## src/rtl/dmem_ctrl_pkg.sv

```systemverilog
// Shared data-memory definitions: op/state encodings, alignment and lane helpers.
package dmem_ctrl_pkg;

   localparam int unsigned XLEN  = 32;
   localparam int unsigned OP_W  = 3;
   localparam int unsigned SEL_W = 4;

   typedef enum logic [OP_W-1:0] {
      OP_LB  = 3'd0,
      OP_LBU = 3'd1,
      OP_LH  = 3'd2,
      OP_LHU = 3'd3,
      OP_LW  = 3'd4,
      OP_SB  = 3'd5,
      OP_SH  = 3'd6,
      OP_SW  = 3'd7
   } mem_op_e;

   typedef enum logic [1:0] {
      ST_IDLE   = 2'd0,
      ST_ACCESS = 2'd1,
      ST_RESP   = 2'd2
   } state_e;

   // Low address bits that must be zero for each access size
   localparam logic [1:0] HALF_MISALIGN_MASK = 2'b01;
   localparam logic [1:0] WORD_MISALIGN_MASK = 2'b11;

   // Byte-lane enables before shifting to the addressed lane
   localparam logic [SEL_W-1:0] SEL_BYTE = 4'b0001;
   localparam logic [SEL_W-1:0] SEL_HALF = 4'b0011;
   localparam logic [SEL_W-1:0] SEL_WORD = 4'b1111;

   function automatic logic is_store(input mem_op_e op);
      return (op == OP_SB) || (op == OP_SH) || (op == OP_SW);
   endfunction

   function automatic logic is_misaligned(input mem_op_e op, input logic [1:0] lo);
      logic mis;
      mis = 1'b0;
      case (op)
         OP_LH, OP_LHU, OP_SH: mis = |(lo & HALF_MISALIGN_MASK);
         OP_LW, OP_SW:         mis = |(lo & WORD_MISALIGN_MASK);
         default:              mis = 1'b0;
      endcase
      return mis;
   endfunction

   function automatic logic [SEL_W-1:0] lane_sel(input mem_op_e op, input logic [1:0] lo);
      logic [SEL_W-1:0] sel;
      case (op)
         OP_LB, OP_LBU, OP_SB: sel = SEL_BYTE << lo;
         OP_LH, OP_LHU, OP_SH: sel = SEL_HALF << {lo[1], 1'b0};
         default:              sel = SEL_WORD;
      endcase
      return sel;
   endfunction

   function automatic logic [XLEN-1:0] store_data(input mem_op_e op, input logic [XLEN-1:0] wdata);
      logic [XLEN-1:0] d;
      case (op)
         OP_SB:   d = {4{wdata[7:0]}};
         OP_SH:   d = {2{wdata[15:0]}};
         default: d = wdata;
      endcase
      return d;
   endfunction

endpackage

```

## src/rtl/dmem_load_align.sv

```systemverilog
// Extracts the addressed byte/halfword of a RAM word and sign/zero extends it.
module dmem_load_align
   import dmem_ctrl_pkg::*;
(
   input  mem_op_e         op,
   input  logic [1:0]      addr_lo,
   input  logic [XLEN-1:0] word,
   output logic [XLEN-1:0] rdata_c
);

   logic [7:0]  byte_c;
   logic [15:0] half_c;

   // Lane select followed by extension; stores yield zero
   always_comb begin
      byte_c  = word[7:0];
      half_c  = addr_lo[1] ? word[31:16] : word[15:0];
      rdata_c = '0;
      case (addr_lo)
         2'd0:    byte_c = word[7:0];
         2'd1:    byte_c = word[15:8];
         2'd2:    byte_c = word[23:16];
         default: byte_c = word[31:24];
      endcase
      case (op)
         OP_LB:   rdata_c = {{24{byte_c[7]}}, byte_c};
         OP_LBU:  rdata_c = {24'd0, byte_c};
         OP_LH:   rdata_c = {{16{half_c[15]}}, half_c};
         OP_LHU:  rdata_c = {16'd0, half_c};
         OP_LW:   rdata_c = word;
         default: rdata_c = '0;
      endcase
   end

endmodule

```

## src/rtl/dmem_ctrl.sv

```systemverilog
// Data-memory controller: accepts MEM-stage ops, drives the data RAM, returns formatted loads.
module dmem_ctrl
   import dmem_ctrl_pkg::*;
#(
   parameter int unsigned REG_OUT = 1
) (
   input  logic             clk,
   input  logic             rst,
   input  logic             req_valid,
   output logic             req_ready,
   input  logic [OP_W-1:0]  req_op,
   input  logic [XLEN-1:0]  req_addr,
   input  logic [XLEN-1:0]  req_wdata,
   output logic             resp_valid,
   output logic [XLEN-1:0]  resp_rdata,
   output logic             resp_err,
   output logic             stall_req,
   output logic             ram_ce,
   output logic             ram_we,
   output logic [XLEN-1:0]  ram_addr,
   output logic [SEL_W-1:0] ram_sel,
   output logic [XLEN-1:0]  ram_wdata,
   input  logic [XLEN-1:0]  ram_rdata
);

   state_e          state;
   mem_op_e         op_q;
   logic [1:0]      addr_lo_q;
   logic [XLEN-1:0] data_q;
   mem_op_e         req_op_c;
   logic            accept_c;
   logic [XLEN-1:0] fmt_src_c;
   logic [XLEN-1:0] fmt_c;

   assign req_op_c  = mem_op_e'(req_op);
   assign req_ready = (state != ST_ACCESS);
   assign accept_c  = req_valid & req_ready;
   assign stall_req = (state == ST_ACCESS) | (req_valid & ~req_ready);

   // FSM with registered RAM strobes and response flags; ram_addr/sel/wdata hold between accesses
   always_ff @(posedge clk or posedge rst) begin
      if (rst) begin
         state      <= ST_IDLE;
         op_q       <= OP_LB;
         addr_lo_q  <= 2'd0;
         data_q     <= '0;
         resp_valid <= 1'b0;
         resp_err   <= 1'b0;
         ram_ce     <= 1'b0;
         ram_we     <= 1'b0;
         ram_addr   <= '0;
         ram_sel    <= '0;
         ram_wdata  <= '0;
      end else begin
         resp_valid <= 1'b0;
         resp_err   <= 1'b0;
         ram_ce     <= 1'b0;
         ram_we     <= 1'b0;
         if (state == ST_ACCESS) begin
            state      <= ST_RESP;
            resp_valid <= 1'b1;
            if (REG_OUT == 0) begin
               data_q <= ram_rdata;
            end
         end else if (accept_c) begin
            op_q      <= req_op_c;
            addr_lo_q <= req_addr[1:0];
            if (is_misaligned(req_op_c, req_addr[1:0])) begin
               state      <= ST_RESP;
               resp_valid <= 1'b1;
               resp_err   <= 1'b1;
            end else begin
               state     <= ST_ACCESS;
               ram_ce    <= 1'b1;
               ram_we    <= is_store(req_op_c);
               ram_addr  <= {req_addr[XLEN-1:2], 2'b00};
               ram_sel   <= lane_sel(req_op_c, req_addr[1:0]);
               ram_wdata <= store_data(req_op_c, req_wdata);
            end
         end else begin
            state <= ST_IDLE;
         end
      end
   end

   // Registered RAM output is read live in RESP; combinational RAM goes through data_q
   assign fmt_src_c = (REG_OUT != 0) ? ram_rdata : data_q;

   dmem_load_align u_align (
      .op      (op_q),
      .addr_lo (addr_lo_q),
      .word    (fmt_src_c),
      .rdata_c (fmt_c)
   );

   assign resp_rdata = (resp_valid && !resp_err) ? fmt_c : '0;

endmodule
```

## config.mk

```make
export PLATFORM = sky130hd
export DESIGN_NAME = dmem_ctrl
export DESIGN_NICKNAME = d
export VERILOG_FILES = /design/src/rtl/dmem_ctrl_pkg.sv /design/src/rtl/dmem_load_align.sv /design/src/rtl/dmem_ctrl.sv
export SDC_FILE = /design/constraint.sdc
export NUM_CORES = 1
export LEC_CHECK = 0
export BUFFER_PORTS_ARGS = -buffer_cell sky130_fd_sc_hd__buf_2
export CELL_PAD_IN_SITES_DETAIL_PLACEMENT = 1
export CELL_PAD_IN_SITES_GLOBAL_PLACEMENT = 1
export CORE_MARGIN = 3
export CORE_UTILIZATION = 35
export DETAILED_ROUTE_END_ITERATION = 12
export GPL_ROUTABILITY_DRIVEN = 0
export PLACE_DENSITY_LB_ADDON = 0.1
export SLEW_MARGIN = 25
export SYNTH_ARGS = -nofsm -noshare
export SYNTH_HDL_FRONTEND = slang
export SYNTH_HIERARCHICAL = 1
export SYNTH_SLANG_ARGS = --single-unit
```

## constraint.sdc

```tcl
create_clock -name clk -period 3.3 [get_ports clk]
set_clock_uncertainty 0.05 [all_clocks]
set_input_delay 0.66 -clock clk [delete_from_list [all_inputs] [get_ports clk]]
set_output_delay 0.66 -clock clk [all_outputs]
set_load 0.02 [all_outputs]
```

==> Word-level counts from Yosys, hierarchy flattened <==
Index checks and enable logic that the tools add are counted.
{ "totals": {"regBits": 77, "input_bits": 102} }
{ "op_classes": {"reduce_logical": 13, "shift": 2, "bitwise_logic": 6, "eq_ne": 15, "mux": 22} }
{ "ops": {"columns": ["cell", "n"], "rows": [
  ["one-hot mux 32 bit (5 select lines)", 1],
  ["one-hot mux 32 bit (2 select lines)", 1],
  ["two-way mux 32 bit", 1],
  ["one-hot mux 8 bit (3 select lines)", 1],
  ["two-way mux 16 bit", 1],
  ["== test 3 bit (second input constant)", 5],
  ["== test 3 x 2 -> 1 bit (second input constant)", 4],
  ["two-way mux 1 bit", 12],
  ["one-hot mux 4 bit (2 select lines)", 1],
  ["== test 3 x 1 -> 1 bit (second input constant)", 2],
  ["zero test 3 bit", 2],
  ["two-way mux 2 bit", 3],
  ["OR reduction 3 bit", 2],
  ["== test 2 x 1 -> 1 bit (second input constant)", 2],
  ["OR reduction 2 bit", 2],
  ["left shift 1 x 2 -> 4 bit (first input constant)", 1],
  ["left shift 2 x 2 -> 4 bit (first input constant)", 1],
  ["inverter 1 bit", 3],
  ["AND reduction 3 bit", 1],
  ["bitwise AND 1 bit", 2],
  ["== test 2 bit (second input constant)", 1],
  ["zero test 2 bit", 1],
  ["logical OR 1 bit", 2],
  ["!= test 2 x 1 -> 1 bit (second input constant)", 1],
  ["other kinds (5)", 5]
]} }

==> Logic depth before layout (Yosys ltp) <==
{ "depth": {"ltp_word": 8, "ltp_mapped": 8, "ltp_nobuf": 4} }

==> Cells and area by module <==
Netlist, hierarchy kept.
{ "modules_own_cells": {"columns": ["mod", "cells_per_inst", "area_per_inst_um2", "instances", "seq_area_each_um2"], "rows": [
  ["dmem_ctrl", 256, 3445.8, 1, 1876.8],
  ["dmem_load_align", 136, 1033.5, 1, 0.0]
]} }

==> Worst setup path after synthesis <==
No wires, ideal clock.
{ "synth_timing": {"path_type": "input to output", "startpoint": "input port ram_rdata[31]", "endpoint": "output port resp_rdata[16]", "arrival_time_ns": 1.636, "path_slack_ns": 0.954, "n_path_buf": 1, "cell_stages": 5, "required_ns": 2.590, "cell_sequence": "mux2_2 > a22oi_4 > buf_4 > a211oi_1 > and2_1"} }
{ "synth_via": {"elab_chain_len": 3, "word_cells_on_any_way": 4} }
{ "synth_lines": {"columns": ["element", "line", "text"], "rows": [
  ["from (decl)", "dmem_ctrl.sv:23", "input logic [XLEN-1:0] ram_rdata"],
  ["one-hot mux 8 bit (3 select lines) or two-way mux 16 bit (tied branches)", "dmem_load_align.sv:19, dmem_load_align.sv:17", null],
  ["one-hot mux 32 bit (5 select lines) *", "dmem_load_align.sv:25", "case (op)"],
  ["named net fmt_c[16]", "dmem_ctrl.sv:33", "logic [XLEN-1:0] fmt_c;"],
  ["two-way mux 32 bit *", "dmem_ctrl.sv:96", "assign resp_rdata = (resp_valid && !resp_err) ? fmt_c : '0;"],
  ["to (decl)", "dmem_ctrl.sv:15", "output logic [XLEN-1:0] resp_rdata,"]
]} }
Mark *: on every way through the listed nets, which the timed path passes. The rest lies on a longest branch.

==> Worst setup path after layout <==
{ "layout_timing": {"startpoint": "register op_q[2]", "endpoint": "output port resp_rdata[17]"} }
{ "layout_via": {"elab_chain_len": 3, "word_cells_on_any_way": 7} }
{ "layout_lines": {"columns": ["element", "line", "text"], "rows": [
  ["from (decl)", "dmem_ctrl.sv:27", "mem_op_e op_q;"],
  ["from (signal assigned)", "dmem_ctrl.sv:66", "op_q <= req_op_c;"],
  ["== test 3 bit (tied with other cells)", "dmem_load_align.sv:25", null],
  ["one-hot mux 32 bit (5 select lines) *", "dmem_load_align.sv:25", null],
  ["named net fmt_c[17]", "dmem_ctrl.sv:33", null],
  ["two-way mux 32 bit *", "dmem_ctrl.sv:96", null]
]} }
Marks and branches as above.

==> out/qor.csv <==
stage;metric;value;unit
status;status;finished clean;
yosys;Synth area leader;dfrtp_1;
critical_path;crit-path max cell delay;0.76;ns
critical_path;path depth of the worst reg2reg path;4;
sta;Slew @ Worst Pin;0.722;ns
clocking;CTS clk-pin slew, worst paths;0.06;ns
critical_path;Critical Path Fanout Max;25;
global_routing;first-pass GRT wire length;22000;um
yosys;sequential element share of the synthesized area;0.419;
yosys;mux cell area share after synthesis;0.284;
critical_path;critical path endpoint;resp_rdata[17];
critical_path;Worst Setup Start Kind;flip-flop;
flow_run;max_cap viols;0;
die;Die Ht;119;um
yosys;average cell area after synthesis;11.4;um^2
yosys;post-synth cell types;35;
global_routing;all-layer global routing usage;0.193;
yosys;Simple-Gate Fraction of Synth Area;0.0824;
sta;Final TNS setup;0;ns
yosys;main combinational cell family by area after synthesis;multiplexers;
yosys;EDFF count, synth;0;
sta;final setup vio count;0;
detailed_routing;WL/cell;18.0;um
layout;Ant. Diodes;0;
critical_path;WS Path Type;flip-flop to output port;
detailed_routing;Iter 0 DRT Violations;222;
power;maximum vdd drop;0.380;mV
layout;Area Overhead vs Synth;32.5;%
placed_design;DP Worst Slack;0.601;ns
sta;period utilization;0.879;
sta;fin worst setup slack;0.400;ns
layout;Nets;688;
critical_path;crit path buf inv count;2;
power;PwrDens;600;nW/um^2
yosys;Synth Area in Adders;0;
critical_path;CP cell instances;nor2b_1 > a22oi_4 > buf_4 > a211oi_1 > and2_1 > buf_2;
critical_path;Reg2Reg Launch Point;resp_valid;
critical_path;CP required;2.59;ns
yosys;Synth Area in XOR/XNOR;0;
yosys;Mapped Area;4480;um^2
die;Initial Utilization;0.365;
layout;most frequent cells in the layout;buf_2, mux2_2, dfrtp_1;
critical_path;Crit. Startpoint;op_q[2];
placed_design;IO buf count;205;
clocking;CTS Root Cell;clkbuf_16;
power;Pleak;2.83;nW
clocking;setup bufs post-CTS;0;
clocking;CTS H-Tree Depth;3;
power;overall power;3.56;mW
clocking;post-CTS sizing;0;
yosys;FF+latch count, synth;75;
clocking;CTS sink cnt;75;
layout;number of fill cells in the layout;1399;
detailed_routing;routed vias;3886;
global_routing;pin count of the biggest net entering global routing;69;
critical_path;Top delay family on crit path;flip-flops;
clocking;CTS buffer count;9;
layout;sequential cell area;1880;um^2
critical_path;crit path DAT;2.19;ns
sta;fmax;345;MHz
critical_path;CP Capture Type;output port;
sta;Final Slew Violations;0;
global_routing;vias in the first global route;4217;
layout;layout cell share with drive strength beyond 1;0.552;
hold_path;worst hold path class;primary input to asynchronous set/reset pin;
yosys;Post-synth ARST share;1.00;
global_routing;global route overflow;0;
detailed_routing;vias per inst;5.12;
yosys;synth top area cells;dfrtp_1, mux2_2, mux2_1;
global_routing;initial antenna violation count;0;
clocking;CTS tree;built;
yosys;Post-Synthesis Cells;392;
clocking;clock buffer depth;2;
layout;most common cell after layout, fill and taps aside;buf_2;
detailed_routing;# DRC;0;
yosys;Yosys top cell area share;0.419;
critical_path;R2R Setup Slk;1.57;ns
sta;Tmin final;2.90;ns
yosys;Synth Area in Compound Gates;0.158;
critical_path;CP max stage cell;dfrtp_1;
critical_path;FF-to-FF End;ram_wdata[17];
die;core area;12300;um^2
clocking;quantity of hold-fixing buffers added after cts;0;
clocking;Skew-Pair Late Insertion Delay;0.33;ns
yosys;Top FF cell, synth;dfrtp_1;
die;Die X;119;um
detailed_routing;antenna viol nets, final;0;
die;# rows;40;
detailed_routing;Routed WL;13600;um
layout;multi-input logic area;2370;um^2
critical_path;CP Depth;6;
die;die area;14200;um^2
yosys;YS warnings;6;
placed_design;HPWL after DPL;10400;um
sta;RSZ-0062 raised after global routing;no;
sta;relative max-transition margin;0.519;
detailed_routing;DR pass1 iterations;4;
sta;Final Hold Vio Count;0;
die;boundary pin count;208;
[cells in the mapped netlist (all sizes together) (2+ instances only)]
library cell	instances
o31ai	4
a21oi	23
mux2	103
nand2	12
nand2b	4
and2	32
mux4	4
clkbuf	9
o22ai	9
o21a	2
a32oi	7
nor2	8
a2bb2oi	8
mux2i	2
o21ai	9
inv	7
a211oi	16
nor2b	7
dfrtp	75
a22oi	17
buf	27
[metal layers]
layer,up-vias,track usage,share of wire
met5,-,0,0
met4,0,0.0782,0.022
met3,17,0.0651,0.089
met2,145,0.324,0.49
met1,1888,0.226,0.40
li1,1836,-,-
[where the power goes]
group	total (mW)	switching (mW)	internal, mW
Clock	1.02	0.402	0.615
Sequential	1.23	0.110	1.12
Combinational	1.31	0.772	0.542
Total	3.56	1.28	2.28
[registers in the layout, indices dropped and copies added, names as in the netlist]
name        cells
ram_addr       30
resp_valid      1
ram_wdata      32
state           1
addr_lo_q       2
ram_sel         4
resp_err        1
ram_we          1
op_q            3
[cell type report]
class,instances,share of cell area
clock buffers,10,0.0403
clock inverters,6,0.0122
inverters,7,0.00464
multi-input cells,275,0.400
flip-flops and latches,75,0.316
well taps,168,0.0354
repair buffers,218,0.191
[cell families after synthesis]
logic type,after synthesis
muxes,109
AOI/OAI and AO/OA,99
DFF,75
other,1
and+or+nand+nor,65
buffers and inverters,43
[per-stage QoR]
stage	area [um^2]	instances	hold slack, ns	util
floorplan	4480	393	0.422	-
global placement	5620	743	0.419	0.458
detailed placement	5620	743	0.430	0.458
CTS	5930	759	0.373	0.484
global route	5930	759	0.408	0.484
finish	5930	759	0.358	0.484
[worst min-delay path by stage]
stage / end / slack [ns] / cells after the start
2_1_floorplan: addr_lo_q[1] / 0.42 / 2
3_3_place_gp: ram_addr[4] / 0.42 / 1
3_5_place_dp: ram_addr[5] / 0.43 / 1
4_1_cts: ram_addr[17] / 0.37 / 2
5_1_grt: ram_addr[4] / 0.41 / 2
6_report: ram_addr[31] / 0.36 / 2
[worst reg2reg max path: cells and delay by family (launching register included)]
family	cells	cell delay (ns)
muxes	1	0.43
buffers and inverters	1	0.35
DFF	1	0.39
AOI/OAI and AO/OA	1	0.15
and+or+nand+nor	1	0.25
(Power assumes the default switching activity.)
